[src/rtl/sisc_pkg.sv]
// sisc_pkg: shared definitions for the SISC core front end.
// Holds datapath widths, the opcode map, the fetch-state encoding and the
// instruction-register field positions. Field extraction helpers keep IR
// slicing in one place so decoders never hard-code bit numbers.
package sisc_pkg;

    // Datapath widths
    localparam int unsigned PC_W   = 16;
    localparam int unsigned IR_W   = 32;
    localparam int unsigned OP_W   = 4;
    localparam int unsigned MM_W   = 4;
    localparam int unsigned STAT_W = 4;
    localparam int unsigned IMM_W  = 16;

    // IR field positions (least-significant bit of each field)
    localparam int unsigned IR_OP_LSB  = 28;
    localparam int unsigned IR_MM_LSB  = 24;
    localparam int unsigned IR_IMM_LSB = 0;

    // Opcode map
    localparam logic [OP_W-1:0] OP_NOOP = 4'd0;
    localparam logic [OP_W-1:0] OP_LOD  = 4'd1;
    localparam logic [OP_W-1:0] OP_STR  = 4'd2;
    localparam logic [OP_W-1:0] OP_SWP  = 4'd3;
    localparam logic [OP_W-1:0] OP_BRA  = 4'd4;
    localparam logic [OP_W-1:0] OP_BRR  = 4'd5;
    localparam logic [OP_W-1:0] OP_BNE  = 4'd6;
    localparam logic [OP_W-1:0] OP_BNR  = 4'd7;
    localparam logic [OP_W-1:0] OP_ALU  = 4'd8;
    localparam logic [OP_W-1:0] OP_HLT  = 4'd15;

    // Instruction-fetch state encoding
    typedef enum logic [1:0] {
        FS_IDLE = 2'd0,
        FS_REQ  = 2'd1,
        FS_DONE = 2'd2
    } fetch_state_e;

    // IR field extraction helpers
    function automatic logic [OP_W-1:0] ir_opcode(input logic [IR_W-1:0] ir);
        return ir[IR_OP_LSB +: OP_W];
    endfunction

    function automatic logic [MM_W-1:0] ir_mm(input logic [IR_W-1:0] ir);
        return ir[IR_MM_LSB +: MM_W];
    endfunction

    function automatic logic [IMM_W-1:0] ir_imm(input logic [IR_W-1:0] ir);
        return ir[IR_IMM_LSB +: IMM_W];
    endfunction

endpackage

[src/rtl/fetch_unit_if.sv]
// fetch_unit_if: instruction-memory read bus.
//   imem_req  : read request, held until acknowledged
//   imem_addr : word address, stable while imem_req is high
//   imem_ack  : memory returns valid data this cycle
//   imem_data : instruction word
// master = fetch unit, slave = instruction memory.
interface fetch_unit_if;
    import sisc_pkg::*;

    logic              imem_req;
    logic [PC_W-1:0]   imem_addr;
    logic              imem_ack;
    logic [IR_W-1:0]   imem_data;

    modport master (
        output imem_req,
        output imem_addr,
        input  imem_ack,
        input  imem_data
    );

    modport slave (
        input  imem_req,
        input  imem_addr,
        output imem_ack,
        output imem_data
    );

endinterface

[src/rtl/br_cond.sv]
// br_cond: branch condition evaluation for the instruction in IR.
//   opcode   in  4 : IR opcode field
//   mm       in  4 : IR condition mask
//   stat     in  4 : status register {C,N,O,Z}
//   br_taken out 1 : branch taken (combinational)
// BRA/BRR branch when any masked status bit is set, BNE/BNR when none is.
module br_cond
    import sisc_pkg::*;
(
    input  logic [OP_W-1:0]   opcode,
    input  logic [MM_W-1:0]   mm,
    input  logic [STAT_W-1:0] stat,
    output logic              br_taken
);

    logic w_hit;

    assign w_hit = |(stat & mm);

    // Condition select by opcode
    always_comb begin
        br_taken = 1'b0;
        case (opcode)
            OP_BRA, OP_BRR: br_taken = w_hit;
            OP_BNE, OP_BNR: br_taken = ~w_hit;
            default:        br_taken = 1'b0;
        endcase
    end

endmodule

[src/rtl/fetch_unit.sv]
// fetch_unit: program counter, instruction register, status register and
// instruction fetch sequencer of the SISC core.
//   clk, rst      : clock, synchronous active-high reset
//   pc_rst        : force PC to 0 (wins over pc_write)
//   pc_write      : update PC this cycle
//   pc_sel        : 0 = PC+1, 1 = branch target
//   br_sel        : 0 = PC+1+imm, 1 = imm
//   ir_load       : start a fetch at the current PC (ignored while busy)
//   stat_we       : load stat_in into the status register
//   stat_in       : ALU status {C,N,O,Z}
//   imem          : instruction-memory bus (master side)
//   opcode/mm/imm : IR field decodes
//   stat          : status register
//   pc_out        : current PC
//   br_taken      : branch condition for the current IR
//   fetch_busy    : fetch outstanding
// All outputs are decodes of PC, IR, stat and the fetch state register.
module fetch_unit
    import sisc_pkg::*;
(
    input  logic               clk,
    input  logic               rst,
    input  logic               pc_rst,
    input  logic               pc_write,
    input  logic               pc_sel,
    input  logic               br_sel,
    input  logic               ir_load,
    input  logic               stat_we,
    input  logic [STAT_W-1:0]  stat_in,
    fetch_unit_if.master       imem,
    output logic [OP_W-1:0]    opcode,
    output logic [MM_W-1:0]    mm,
    output logic [STAT_W-1:0]  stat,
    output logic [IMM_W-1:0]   imm,
    output logic [PC_W-1:0]    pc_out,
    output logic               br_taken,
    output logic               fetch_busy
);

    logic [PC_W-1:0]   r_pc;
    logic [PC_W-1:0]   r_addr;
    logic [IR_W-1:0]   r_ir;
    logic [STAT_W-1:0] r_stat;
    fetch_state_e      r_state;

    logic [OP_W-1:0]   w_opcode;
    logic [MM_W-1:0]   w_mm;
    logic [IMM_W-1:0]  w_imm;
    logic [PC_W-1:0]   w_pc_inc;
    logic [PC_W-1:0]   w_pc_next;
    logic              w_in_req;
    logic              w_unused_ir;

    // IR field decode
    assign w_opcode = ir_opcode(r_ir);
    assign w_mm     = ir_mm(r_ir);
    assign w_imm    = ir_imm(r_ir);

    // IR[23:16] carries no meaning for the fetch unit
    assign w_unused_ir = ^r_ir[23:16];

    // Next PC: modulo-2^16 arithmetic, imm treated as two's complement
    assign w_pc_inc = r_pc + PC_W'(1);

    always_comb begin
        w_pc_next = w_pc_inc;
        if (pc_sel) begin
            if (br_sel) begin
                w_pc_next = PC_W'(w_imm);
            end else begin
                w_pc_next = w_pc_inc + PC_W'(w_imm);
            end
        end
    end

    // PC, status, IR and fetch sequencer
    always_ff @(posedge clk) begin
        if (rst) begin
            r_pc    <= '0;
            r_addr  <= '0;
            r_ir    <= '0;
            r_stat  <= '0;
            r_state <= FS_IDLE;
        end else begin
            if (pc_rst) begin
                r_pc <= '0;
            end else if (pc_write) begin
                r_pc <= w_pc_next;
            end

            if (stat_we) begin
                r_stat <= stat_in;
            end

            case (r_state)
                FS_IDLE: begin
                    // Captures the PC before any same-cycle pc_write lands
                    if (ir_load) begin
                        r_addr  <= r_pc;
                        r_state <= FS_REQ;
                    end
                end
                FS_REQ: begin
                    // Waits indefinitely; memory latency is unbounded
                    if (imem.imem_ack) begin
                        r_ir    <= imem.imem_data;
                        r_state <= FS_DONE;
                    end
                end
                FS_DONE: begin
                    r_state <= FS_IDLE;
                end
                default: begin
                    r_state <= FS_IDLE;
                end
            endcase
        end
    end

    // Output decodes
    assign w_in_req       = (r_state == FS_REQ);
    assign imem.imem_req  = w_in_req;
    assign imem.imem_addr = w_in_req ? r_addr : r_pc;
    assign fetch_busy     = w_in_req;
    assign opcode         = w_opcode;
    assign mm             = w_mm;
    assign imm            = w_imm;
    assign stat           = r_stat;
    assign pc_out         = r_pc;

    br_cond u_br_cond (
        .opcode   (w_opcode),
        .mm       (w_mm),
        .stat     (r_stat),
        .br_taken (br_taken)
    );

endmodule

[src/flat_wrapper.sv]
// flat-port wrapper written by rule: the top's interface ports become plain ports
module fetch_unit_flat import sisc_pkg::*;
  (clk, rst, pc_rst, pc_write, pc_sel, br_sel, ir_load, stat_we, stat_in, opcode, mm, stat, imm, pc_out, br_taken, fetch_busy, imem_imem_req, imem_imem_addr, imem_imem_ack, imem_imem_data);
  fetch_unit_if imem_i ();
  input  logic clk;
  input  logic rst;
  input  logic pc_rst;
  input  logic pc_write;
  input  logic pc_sel;
  input  logic br_sel;
  input  logic ir_load;
  input  logic stat_we;
  input  logic [STAT_W-1:0] stat_in;
  output logic [OP_W-1:0] opcode;
  output logic [MM_W-1:0] mm;
  output logic [STAT_W-1:0] stat;
  output logic [IMM_W-1:0] imm;
  output logic [PC_W-1:0] pc_out;
  output logic br_taken;
  output logic fetch_busy;
  output wire logic [$bits(imem_i.imem_req)-1:0] imem_imem_req;
  output wire logic [$bits(imem_i.imem_addr)-1:0] imem_imem_addr;
  input wire logic [$bits(imem_i.imem_ack)-1:0] imem_imem_ack;
  input wire logic [$bits(imem_i.imem_data)-1:0] imem_imem_data;
  assign imem_imem_req = imem_i.imem_req;
  assign imem_imem_addr = imem_i.imem_addr;
  assign imem_i.imem_ack = imem_imem_ack;
  assign imem_i.imem_data = imem_imem_data;
  fetch_unit u_core (.clk(clk), .rst(rst), .pc_rst(pc_rst), .pc_write(pc_write), .pc_sel(pc_sel), .br_sel(br_sel), .ir_load(ir_load), .stat_we(stat_we), .stat_in(stat_in), .imem(imem_i), .opcode(opcode), .mm(mm), .stat(stat), .imm(imm), .pc_out(pc_out), .br_taken(br_taken), .fetch_busy(fetch_busy));
endmodule
[config.mk]
export PLATFORM = sky130hd
export DESIGN_NAME = fetch_unit_flat
export DESIGN_NICKNAME = d
export VERILOG_FILES = /design/src/rtl/sisc_pkg.sv /design/src/rtl/fetch_unit_if.sv /design/src/rtl/br_cond.sv /design/src/rtl/fetch_unit.sv /design/src/flat_wrapper.sv
export SDC_FILE = /design/constraint.sdc
export NUM_CORES = 1
export LEC_CHECK = 0
export BUFFER_PORTS_ARGS = -buffer_cell sky130_fd_sc_hd__buf_2
export CORE_MARGIN = 4
export CORE_UTILIZATION = 52
export CTS_BUF_LIST = sky130_fd_sc_hd__clkbuf_4 sky130_fd_sc_hd__clkbuf_8
export CTS_CLUSTER_DIAMETER = 30
export CTS_CLUSTER_SIZE = 16
export DETAILED_ROUTE_END_ITERATION = 10
export PLACE_DENSITY = 0.9
export SKIP_LAST_GASP = 1
export SYNTH_ARGS = -nofsm -noshare
export SYNTH_HDL_FRONTEND = slang
export SYNTH_SLANG_ARGS = --single-unit
[constraint.sdc]
create_clock -name clk -period 8.7 [get_ports clk]
set_input_delay 2.175 -clock clk [delete_from_list [all_inputs] [get_ports clk]]
set_output_delay 2.175 -clock clk [all_outputs]
set_load 0.005 [all_outputs]
==> results.cfg, run 1 <==
[run_status]
outcome = complete, no violations

[logic_synthesis]
synth_top_family_by_area = simple AND/OR/NAND/NOR gates
synth_ff_type = dfxtp_1
synth_compound_area_share_pct = 23.2
async_reset_ff_share_pct = 0
synth.top_cell.area_share_pct = 31.6
synth.avg_cell_area_um2 = 7.38
yosys.area_share.simple_pct = 25.7
yosysSeqAreaShare_pct = 31.6
yosysMostFrequentCell = nand2_1
synthMuxAreaShare_pct = 2.04
yosysTopAreaCell = dfxtp_1
synth-edff-count = 0
syn_inst = 532
synth_area_leaders = dfxtp_1 (32%), nand2_1 (14%), a21oi_1 (8.4%), ha_1 (6.4%), xor2_1 (3.3%)
ys_ff_latch = 62
synthesis.area_um2 = 3930
synthDistinctLibCells = 64
synthAdderAreaFrac_pct = 6.88
synth_nets = 598
yosysWarnings = 0
synthTopCellsByCount = nand2_1 (145), a21oi_1 (66), dfxtp_1 (62), nor2_1 (32), clkbuf_1 (26)
synth-xor-area-share_pct = 5.32

[global_route]
grt-ovfl-total = 0
grt_pass1_vias = 3947
grt_usage_pct = 25.4
antenna_found_initial = 0
grt_pass1_wl_mm = 18.1
grt_max_degree = 49

[worst_setup_path]
endpoint = imem_imem_addr[10]
rr_worst_depth = 12
timing.rr.end = u_core.pc_out[13]$_SDFFE_PP0P_
worstPathCellList = nand2b_1 -> inv_1 -> o21ai_0 -> buf_2
cp_max_fo = 22
rrSetupSlack_ns = 5.32
rr_startpoint = u_core.pc_out[0]$_SDFFE_PP0P_
arrival_ns = 2.14
critical_path_class = reg -> out
required_ns = 6.53
crit_slowest_cell = nand2b_1
slowest_delay_ns = 0.50
critPathCaptureType = primary output
critPathLaunchType = register
startpoint = u_core.r_state[1]$_SDFFE_PP0P_

[final_layout]
area_growth_pct = 16.5
design_area_um2 = 4570
nets = 672
multiInputGateArea_um2 = 2480
stdcell_count = 710
regArea_um2 = 1240
drive_gt1_share_pct = 20.8
fillCellCount = 674
n_antenna_cell = 0

[drt]
drcViolationCount = 0
via_per_inst = 5.87
drtPass1Iterations = 6
finalWirelength_mm = 11.2
ant_nets = 0
via_count = 4167
wl_per_cell_um = 15.7
drtIter0Drc = 374

[timing]
rsz0062_at_grt = false
min_period_over_period_pct = 49.7
hold_violations = 0
setup_tns_ns = 0
setup_viol = 0
slew_violations = 0
period_needed_ns = 4.32
clock_skew_ns = 0.00535
slew_headroom_pct = 37.9
tightest_slew_ns = 0.932
fmax_mhz = 231
whs_ns = 0.457

[placed_design]
place_area_um2 = 4370
dp_cells = 694
io_buffers = 99
hpwlAfterDp_mm = 8.10
gp_congestion = 0.948

[cts]
insertion_delay_ns = 0.34
root_buffer = clkbuf_8
ctsLongestPathBuffers = 2
hold_buffers = 0
cts.sinks = 62
htree_num_levels = 3
cts_inserted_buffers = 9
clk_pin_slew_ns = 0.07
cts_resized = 0
cts_setup_buffers = 0
cts_tree = yes

[floorplanning]
die_h_um = 94.9
row_count = 31
fp.dieArea_um2 = 9010
ios = 108
die_w_um = 94.9
initial_core_util_pct = 53.9
core_um2 = 7290

[power]
power_mw = 0.647
p_leak_nw = 2.16
vdd.ir_drop.worst_mv = 0.120
powerDensity_nw_per_um2 = 141

[flow_run]
maxCapViolCount = 0

[min_path]
hp-class = reg -> reg
[worst min-delay path by stage]
stage	from	endpoint	depth (start not counted)
2_1_floorplan	u_core.r_addr[0]$_SDFFE_PP0P_	u_core.r_addr[0]$_SDFFE_PP0P_	2
3_3_place_gp	u_core.r_ir[28]$_SDFFE_PP0P_	u_core.r_ir[28]$_SDFFE_PP0P_	2
3_5_place_dp	u_core.r_addr[10]$_SDFFE_PP0P_	u_core.r_addr[10]$_SDFFE_PP0P_	2
4_1_cts	u_core.r_addr[10]$_SDFFE_PP0P_	u_core.r_addr[10]$_SDFFE_PP0P_	2
5_1_grt	u_core.r_addr[10]$_SDFFE_PP0P_	u_core.r_addr[10]$_SDFFE_PP0P_	2
6_report	u_core.r_addr[10]$_SDFFE_PP0P_	u_core.r_addr[10]$_SDFFE_PP0P_	2
[through the flow]
stage | setup slack (ns) | util (%)
final | 4.38 | 62.7
after global routing | 4.20 | 62.7
after CTS | 4.40 | 62.7
after detailed placement | 4.72 | 60.0
after global placement | 4.78 | 60.0
after floorplan | 5.14 | -
[worst max-delay path, delay by kind of cell (launching register included)]
kind	cells	cell delay [ns]
buffers and inverters	2	0.64
and+or+nand+nor	1	0.50
AOI/OAI and AO/OA	1	0.33
DFF	1	0.32
[cell families (layout without fill, tap and decap cells)]
kind of cell,after synthesis,after routing
AO/OA/AOI/OAI,147,147
flip-flops,62,62
XOR/XNOR,23,23
multiplexers,8,8
AND/OR/NAND/NOR,226,226
adder cells (fa/ha/maj),21,21
buffers and inverters,45,124
[state kept, by name (all words and copies together), names as in the netlist]
register	flops
u_core.r_ir	24
u_core.pc_out	16
u_core.r_addr	16
u_core.stat	4
u_core.r_state	2
[layout by cell type, fill, tap and decap left out, types with 5 or more instances in the layout]
master / n
nand2_1: 145
buf_2: 99
a21oi_1: 66
dfxtp_1: 62
nor2_1: 32
o21ai_0: 22
ha_1: 20
xor2_1: 15
nand3_1: 13
clkbuf_8: 10
inv_1: 8
o211ai_1: 8
mux2i_1: 8
xnor2_1: 7
a21o_1: 7
a211oi_1: 6
and3_1: 5
nor3_1: 5
o21a_1: 5
[where the power goes]
group	internal [mW]	total [mW]	leakage, nW	switching, mW
logic	0.0308	0.0830	1.55	0.0522
registers	0.292	0.303	0.503	0.0111
clock network	0.144	0.261	0.107	0.117
total	0.467	0.647	2.16	0.180
[layer usage]
layer  GRT usage, %  wire [um]  vias up
met3           5.50        989       27
li1               -          -     2006
met2           43.3       5320      203
met5              0          0        -
met4           9.62        239        0
met1           31.2       4630     1931
[cell type report]
type	instances	area share, %
clock buffer	11	3.17
clock inverter	5	1.26
inverter	9	0.739
multi-input combinational	425	54.2
sequential	62	27.1
tap	99	2.71
timing repair buffer	99	10.8
(Power assumes the default switching activity.)
==> inputs of run 2 (changes only) <==
ABC_AREA = 1   (was not set)
clock period = 4.2 ns   (was 8.7 ns; I/O delays follow)
==> run 2 against run 1 <==
Net effect:
- synthesized cell count up 11%
- critical path depth is 13 higher
- clock-buffer cell count is 2 lower
- cell count increased by 10%
- global-route usage up 0.74 points
- hold slack better by 0.026 ns
- clock skew is 0.0044 ns higher
- clock power rose by 140%
- sequential share of layout area decreased by 0.71 points
==> results.cfg, run 2 <==
[run_status]
outcome = complete, no violations

[timing]
slew_violations = 0
hold_violations = 0
setup_tns_ns = 0
rsz0062_at_grt = false
slew_headroom_pct = 25.0
clock_skew_ns = 0.00972
tightest_slew_ns = 1.12
fmax_mhz = 352
min_period_over_period_pct = 67.6
period_needed_ns = 2.84
setup_viol = 0

[final_layout]
drive_gt1_share_pct = 21.1
layout_commonest_cell = nand2_1
stdcell_count = 782
area_growth_pct = 19.4
n_antenna_cell = 0
layout_common_cells = nand2_1 (124), buf_2 (99), o21ai_0 (74), a21oi_1 (72), inv_1 (64)
nets = 744
top_register = u_core.r_ir
largest_reg_flops = 24
design_area_um2 = 4700

[power]
powerDensity_nw_per_um2 = 322
p_leak_nw = 2.35
power_mw = 1.51
vdd.ir_drop.worst_mv = 0.262

[cts]
cts_tree = yes
htree_num_levels = 3
cts.sinks = 62
ctsLongestPathBuffers = 2
cts_inserted_buffers = 9
cts_resized = 0
root_buffer = clkbuf_8
clk_pin_slew_ns = 0.08
hold_buffers = 0
cts_setup_buffers = 0
insertion_delay_ns = 0.35

[logic_synthesis]
synth.top_cell.area_share_pct = 31.6
synth_top_family_by_area = simple AND/OR/NAND/NOR gates
yosysWarnings = 0
synth.avg_cell_area_um2 = 6.65
synth_ff_type = dfxtp_1
synthTopCellsByCount = nand2_1 (124), o21ai_0 (74), a21oi_1 (72), inv_1 (64), dfxtp_1 (62)
synth_nets = 657
synthAdderAreaFrac_pct = 6.87
yosysTopAreaCell = dfxtp_1
async_reset_ff_share_pct = 0
yosysSeqAreaShare_pct = 31.6
synthDistinctLibCells = 37
yosysMostFrequentCell = nand2_1
syn_inst = 591
synthesis.area_um2 = 3930
yosys.area_share.simple_pct = 24.6
synth-xor-area-share_pct = 3.79
synth-edff-count = 0
synth_compound_area_share_pct = 23.2
ys_ff_latch = 62
synthMuxAreaShare_pct = 0
synth_area_leaders = dfxtp_1 (32%), nand2_1 (12%), o21ai_0 (9.4%), a21oi_1 (9.2%), ha_1 (6.4%)

[worst_setup_path]
cpLargestDelayFamily = simple AND/OR/NAND/NOR gates
timing.rr.end = u_core.pc_out[15]$_SDFFE_PP0P_
arrival_ns = 3.12
worstPathCellList = ha_1 -> nand2_2 -> nor2_4 -> nand4_4 -> nor2_4 -> nand4_1 -> and2_1 -> ha_1 -> nand2_1 -> nand2_1 -> a21oi_1 -> nand2_1 -> a21oi_1 -> nand3_1 -> nand3_1 -> nand2_1 -> a21oi_1
rr_startpoint = u_core.pc_out[1]$_SDFFE_PP0P_
cp_max_fo = 6
critical_path_class = reg -> reg
critPathCaptureType = register
rr_worst_depth = 17
crit_slowest_cell = dfxtp_1
cp_common_cell = nand2_1
rrSetupSlack_ns = 1.36
critPathLaunchType = register
required_ns = 4.48
critPathBufInv = 0
slowest_delay_ns = 0.44

[floorplanning]
ios = 108
initial_core_util_pct = 53.9
die_h_um = 95.0
core_um2 = 7290
die_w_um = 95.0
fp.dieArea_um2 = 9020
row_count = 31

[placed_design]
hpwlAfterDp_mm = 8.52
io_buffers = 99
dp_cells = 766
place_area_um2 = 4470
gp_congestion = 0.908

[drt]
drtPass1Iterations = 5
finalWirelength_mm = 11.5
wl_per_cell_um = 14.8
via_per_inst = 5.46
via_count = 4266
ant_nets = 0
drtIter0Drc = 280
drcViolationCount = 0

[min_path]
hp-class = reg -> reg
hold_start = u_core.r_ir[28]$_SDFFE_PP0P_
worstHoldPathCells = 2
whs_endpoint = u_core.r_ir[28]$_SDFFE_PP0P_

[global_route]
grt_pass1_vias = 4017
grt_pass1_wl_mm = 18.4
grt-ovfl-total = 0
grt_usage_pct = 26.1
antenna_found_initial = 0
grt_max_degree = 36

[flow_run]
maxCapViolCount = 0
[run 2: changes by cell type in the layout (fill, tap and decap cells not counted), moves of 8 or more]
cell and change:
mux2i_1 -8, inv_1 +56, nand2_1 -21, nand3_1 +22
o21ai_0 +52
[run 2: per-layer routing]
metal	routed length, um	GRT usage [%]	up-vias
li1	-	-	2116
met1	4710	31.9	1923
met2	5700	45.0	199
met3	852	4.54	28
met4	284	11.2	0
met5	0	0	-
[run 2: report_power, final]
group / total, mW / leakage (nW) / switching, mW / internal, mW
sequential: 0.653 / 0.508 / 0.0315 / 0.621
clock: 0.623 / 0.112 / 0.279 / 0.343
combinational: 0.237 / 1.73 / 0.145 / 0.0920
[run 2: stage by stage]
stage	hold slack, ns	setup WS, ns	utilization, %
floorplan	0.458	1.76	-
global placement	0.447	1.45	61.3
detailed placement	0.470	1.39	61.3
CTS	0.487	1.36	64.4
global route	0.515	1.07	64.4
finish	0.483	1.36	64.4
[run 2: how the worst max path moves through the flow]
| stage | from | end | slack, ns | depth (start not counted) |
|---|---|---|---|---|
| floorplan | u_core.pc_out[0]$_SDFFE_PP0P_ | u_core.pc_out[13]$_SDFFE_PP0P_ | 1.76 | 18 |
| global placement | u_core.pc_out[1]$_SDFFE_PP0P_ | u_core.pc_out[15]$_SDFFE_PP0P_ | 1.45 | 17 |
| detailed placement | u_core.pc_out[4]$_SDFFE_PP0P_ | u_core.pc_out[15]$_SDFFE_PP0P_ | 1.39 | 18 |
| CTS | u_core.pc_out[4]$_SDFFE_PP0P_ | u_core.pc_out[15]$_SDFFE_PP0P_ | 1.36 | 18 |
| global route | u_core.pc_out[4]$_SDFFE_PP0P_ | u_core.pc_out[15]$_SDFFE_PP0P_ | 1.07 | 18 |
| finish | u_core.pc_out[1]$_SDFFE_PP0P_ | u_core.pc_out[15]$_SDFFE_PP0P_ | 1.36 | 17 |
[run 2: area by class of cell]
cell class | count | area [um2]
Inverter | 72 | 270
Timing Repair Buffer | 104 | 533
Fill cell | 721 | 2590
Sequential cell | 62 | 1240
Clock inverter | 7 | 105
Tap cell | 99 | 124
Multi-Input combinational cell | 429 | 2300
Clock buffer | 9 | 124
[run 2: kinds of logic after synthesis]
group | count (synthesis)
AO/OA/AOI/OAI | 172
XOR/XNOR | 17
adder cells (fa/ha/maj) | 21
buffers and inverters | 100
flip-flops | 62
AND/OR/NAND/NOR | 219
[run 2: worst register-to-register path, cell delays in order (launching register included)]
cell and delay, ns:
dfxtp_1 0.44, ha_1 0.24, nand2_2 0.08, nor2_4 0.16, nand4_4 0.11, nor2_4 0.20, nand4_1 0.13, and2_1 0.19
ha_1 0.34, nand2_1 0.09, nand2_1 0.07, a21oi_1 0.13, nand2_1 0.06, a21oi_1 0.17, nand3_1 0.09, nand3_1 0.09
nand2_1 0.07, a21oi_1 0.11
==> inputs of run 3 (changes only) <==
clock period = 2.9 ns   (was 4.2 ns; I/O delays follow)
==> run 3 against run 2 <==
Net effect:
- wire length is 4.2% higher
- sequential power is 44% higher
- maximum frequency is 4.7% higher
- cell area is 1.8% higher
- clock power is 15% higher
- setup slack worse by 1.2 ns
- critical path depth is 2 higher
- utilization is 1.2 points higher
- cell count is 1.4% higher
- via count is 5.0% higher
- critical path type unchanged
- largest cell class unchanged
==> results.cfg, run 3 (synthesis results as in run 2) <==
[run_status]
outcome = complete, no violations

[worst_setup_path]
critical_path_class = reg -> reg
rr_worst_depth = 19
required_ns = 3.13
cp_max_fo = 6
arrival_ns = 2.95
critPathCaptureType = register
critPathLaunchType = register

[cts]
cts_tree = yes
clk_pin_slew_ns = 0.08
cts.sinks = 62
cts_inserted_buffers = 9
ctsLongestPathBuffers = 2
insertion_delay_ns = 0.35
htree_num_levels = 3
root_buffer = clkbuf_8

[final_layout]
regArea_um2 = 1250
largest_reg_flops = 24
area_growth_pct = 21.6
layout_commonest_cell = nand2_1
top_register = u_core.r_ir
nets = 755
layout_common_cells = nand2_1 (124), buf_2 (99), o21ai_0 (74), a21oi_1 (71), inv_1 (64)
fillCellCount = 686
drive_gt1_share_pct = 23.6
utilization_pct = 65.6
n_antenna_cell = 0
multiInputGateArea_um2 = 2340

[min_path]
worstHoldPathCells = 2
hp-class = reg -> reg

[placed_design]
hpwlAfterDp_mm = 8.81
io_buffers = 99
gp_congestion = 0.927
place_ws_ns = 0.199

[timing]
fmax_mhz = 368
setup_tns_ns = 0
clock_skew_ns = 0.0112
rsz0062_at_grt = false
setup_viol = 0
tightest_slew_ns = 0.543
slew_violations = 0
slew_headroom_pct = 63.7
min_period_over_period_pct = 93.6
worst_slack_ns = 0.186
hold_violations = 0
period_needed_ns = 2.71

[drt]
via_count = 4479
via_per_inst = 5.65
drcViolationCount = 0
ant_nets = 0
wl_per_cell_um = 15.2
finalWirelength_mm = 12.0
highest_layer = met4
drtPass1Iterations = 5
drtIter0Drc = 361
wl_met3_mm = 1.01
drt-met1-wl_mm = 4.62
wl_met2_mm = 5.90

[floorplanning]
ios = 108
fp.dieArea_um2 = 9020
initial_core_util_pct = 53.9
die_w_um = 95.0
row_count = 31
core_um2 = 7290
die_h_um = 95.0

[global_route]
grt-ovfl-total = 0
grt_usage_pct = 26.6
antenna_found_initial = 0
grt_pass1_wl_mm = 18.8
grt_max_degree = 43
grt_pass1_vias = 4095

[power]
seqPwrFrac_pct = 46.5
p_clk_share_pct = 35.4
p_leak_nw = 2.39
vdd.ir_drop.worst_mv = 0.293
powerDensity_nw_per_um2 = 423
swShare_pct = 32.6
internal_power_mw = 1.37
switchingPower_mw = 0.660
p_comb_share_pct = 18.1

[flow_run]
maxCapViolCount = 0
==> run 3: final cells by class <==
type | count | area share, %
clock inverters | 7 | 1.15
well taps | 99 | 2.59
multi-input cells | 429 | 48.8
flip-flops and latches | 62 | 26.1
repair buffers | 115 | 13.1
clock buffers | 9 | 2.59
inverters | 72 | 5.65
==> run 3: timing repair <==
action / CTS / global route
hold buffers: 0 / 0
endpoints found under the setup margin: 0 / 2
buffers inserted: 0 / 3
resized for setup: 0 / 10
==> run 3: power groups by stage <==
stage          clock [mW]  sequential [mW]  combinational (mW)
3_3_place_gp            0            0.955               0.344
2_1_floorplan           0            0.953               0.220
5_1_grt             0.759            0.947               0.413
6_report            0.716            0.941               0.368
4_1_cts             0.720            0.938               0.360
3_5_place_dp            0            0.958               0.358
==> run 3: worst paths after layout <==
check                                                   start  slack (ns)                             end
worst min register to register   u_core.r_ir[28]$_SDFFE_PP0P_        0.48    u_core.r_ir[28]$_SDFFE_PP0P_
worst min-delay path             u_core.r_ir[28]$_SDFFE_PP0P_        0.48    u_core.r_ir[28]$_SDFFE_PP0P_
worst max register to register  u_core.pc_out[1]$_SDFFE_PP0P_        0.19  u_core.pc_out[15]$_SDFFE_PP0P_
worst max-delay path            u_core.pc_out[1]$_SDFFE_PP0P_        0.19  u_core.pc_out[15]$_SDFFE_PP0P_
==> run 3: critical path, cell delays in order (launching register included) <==
cell,delay (ns)
dfxtp_2,0.34
ha_2,0.20
nand2_2,0.07
nor2_4,0.18
nand4_4,0.12
nor2_4,0.22
nand2_1,0.08
nand2_1,0.08
nand2_2,0.06
ha_1,0.36
a21oi_1,0.20
nand2_1,0.09
nand2_1,0.06
nand2_1,0.06
a21oi_2,0.16
inv_1,0.06
nand2_1,0.06
nand3_1,0.08
nand2_1,0.08
a21oi_1,0.05
==> run 3: metal layers <==
metal	up-vias	global-route usage [%]
met4	0	12.0
met1	2019	31.8
met3	54	5.42
li1	2146	-
met5	-	0
met2	260	45.6
==> run 3: through the flow <==
stage | hold slack [ns] | area [um2] | total power [mW] | std cells
global placement | 0.448 | 4540 | 1.30 | 774
floorplan | 0.458 | 3930 | 1.17 | 591
detailed placement | 0.468 | 4540 | 1.32 | 774
finish | 0.479 | 4780 | 2.03 | 793
CTS | 0.484 | 4720 | 2.02 | 790
global route | 0.514 | 4780 | 2.12 | 793
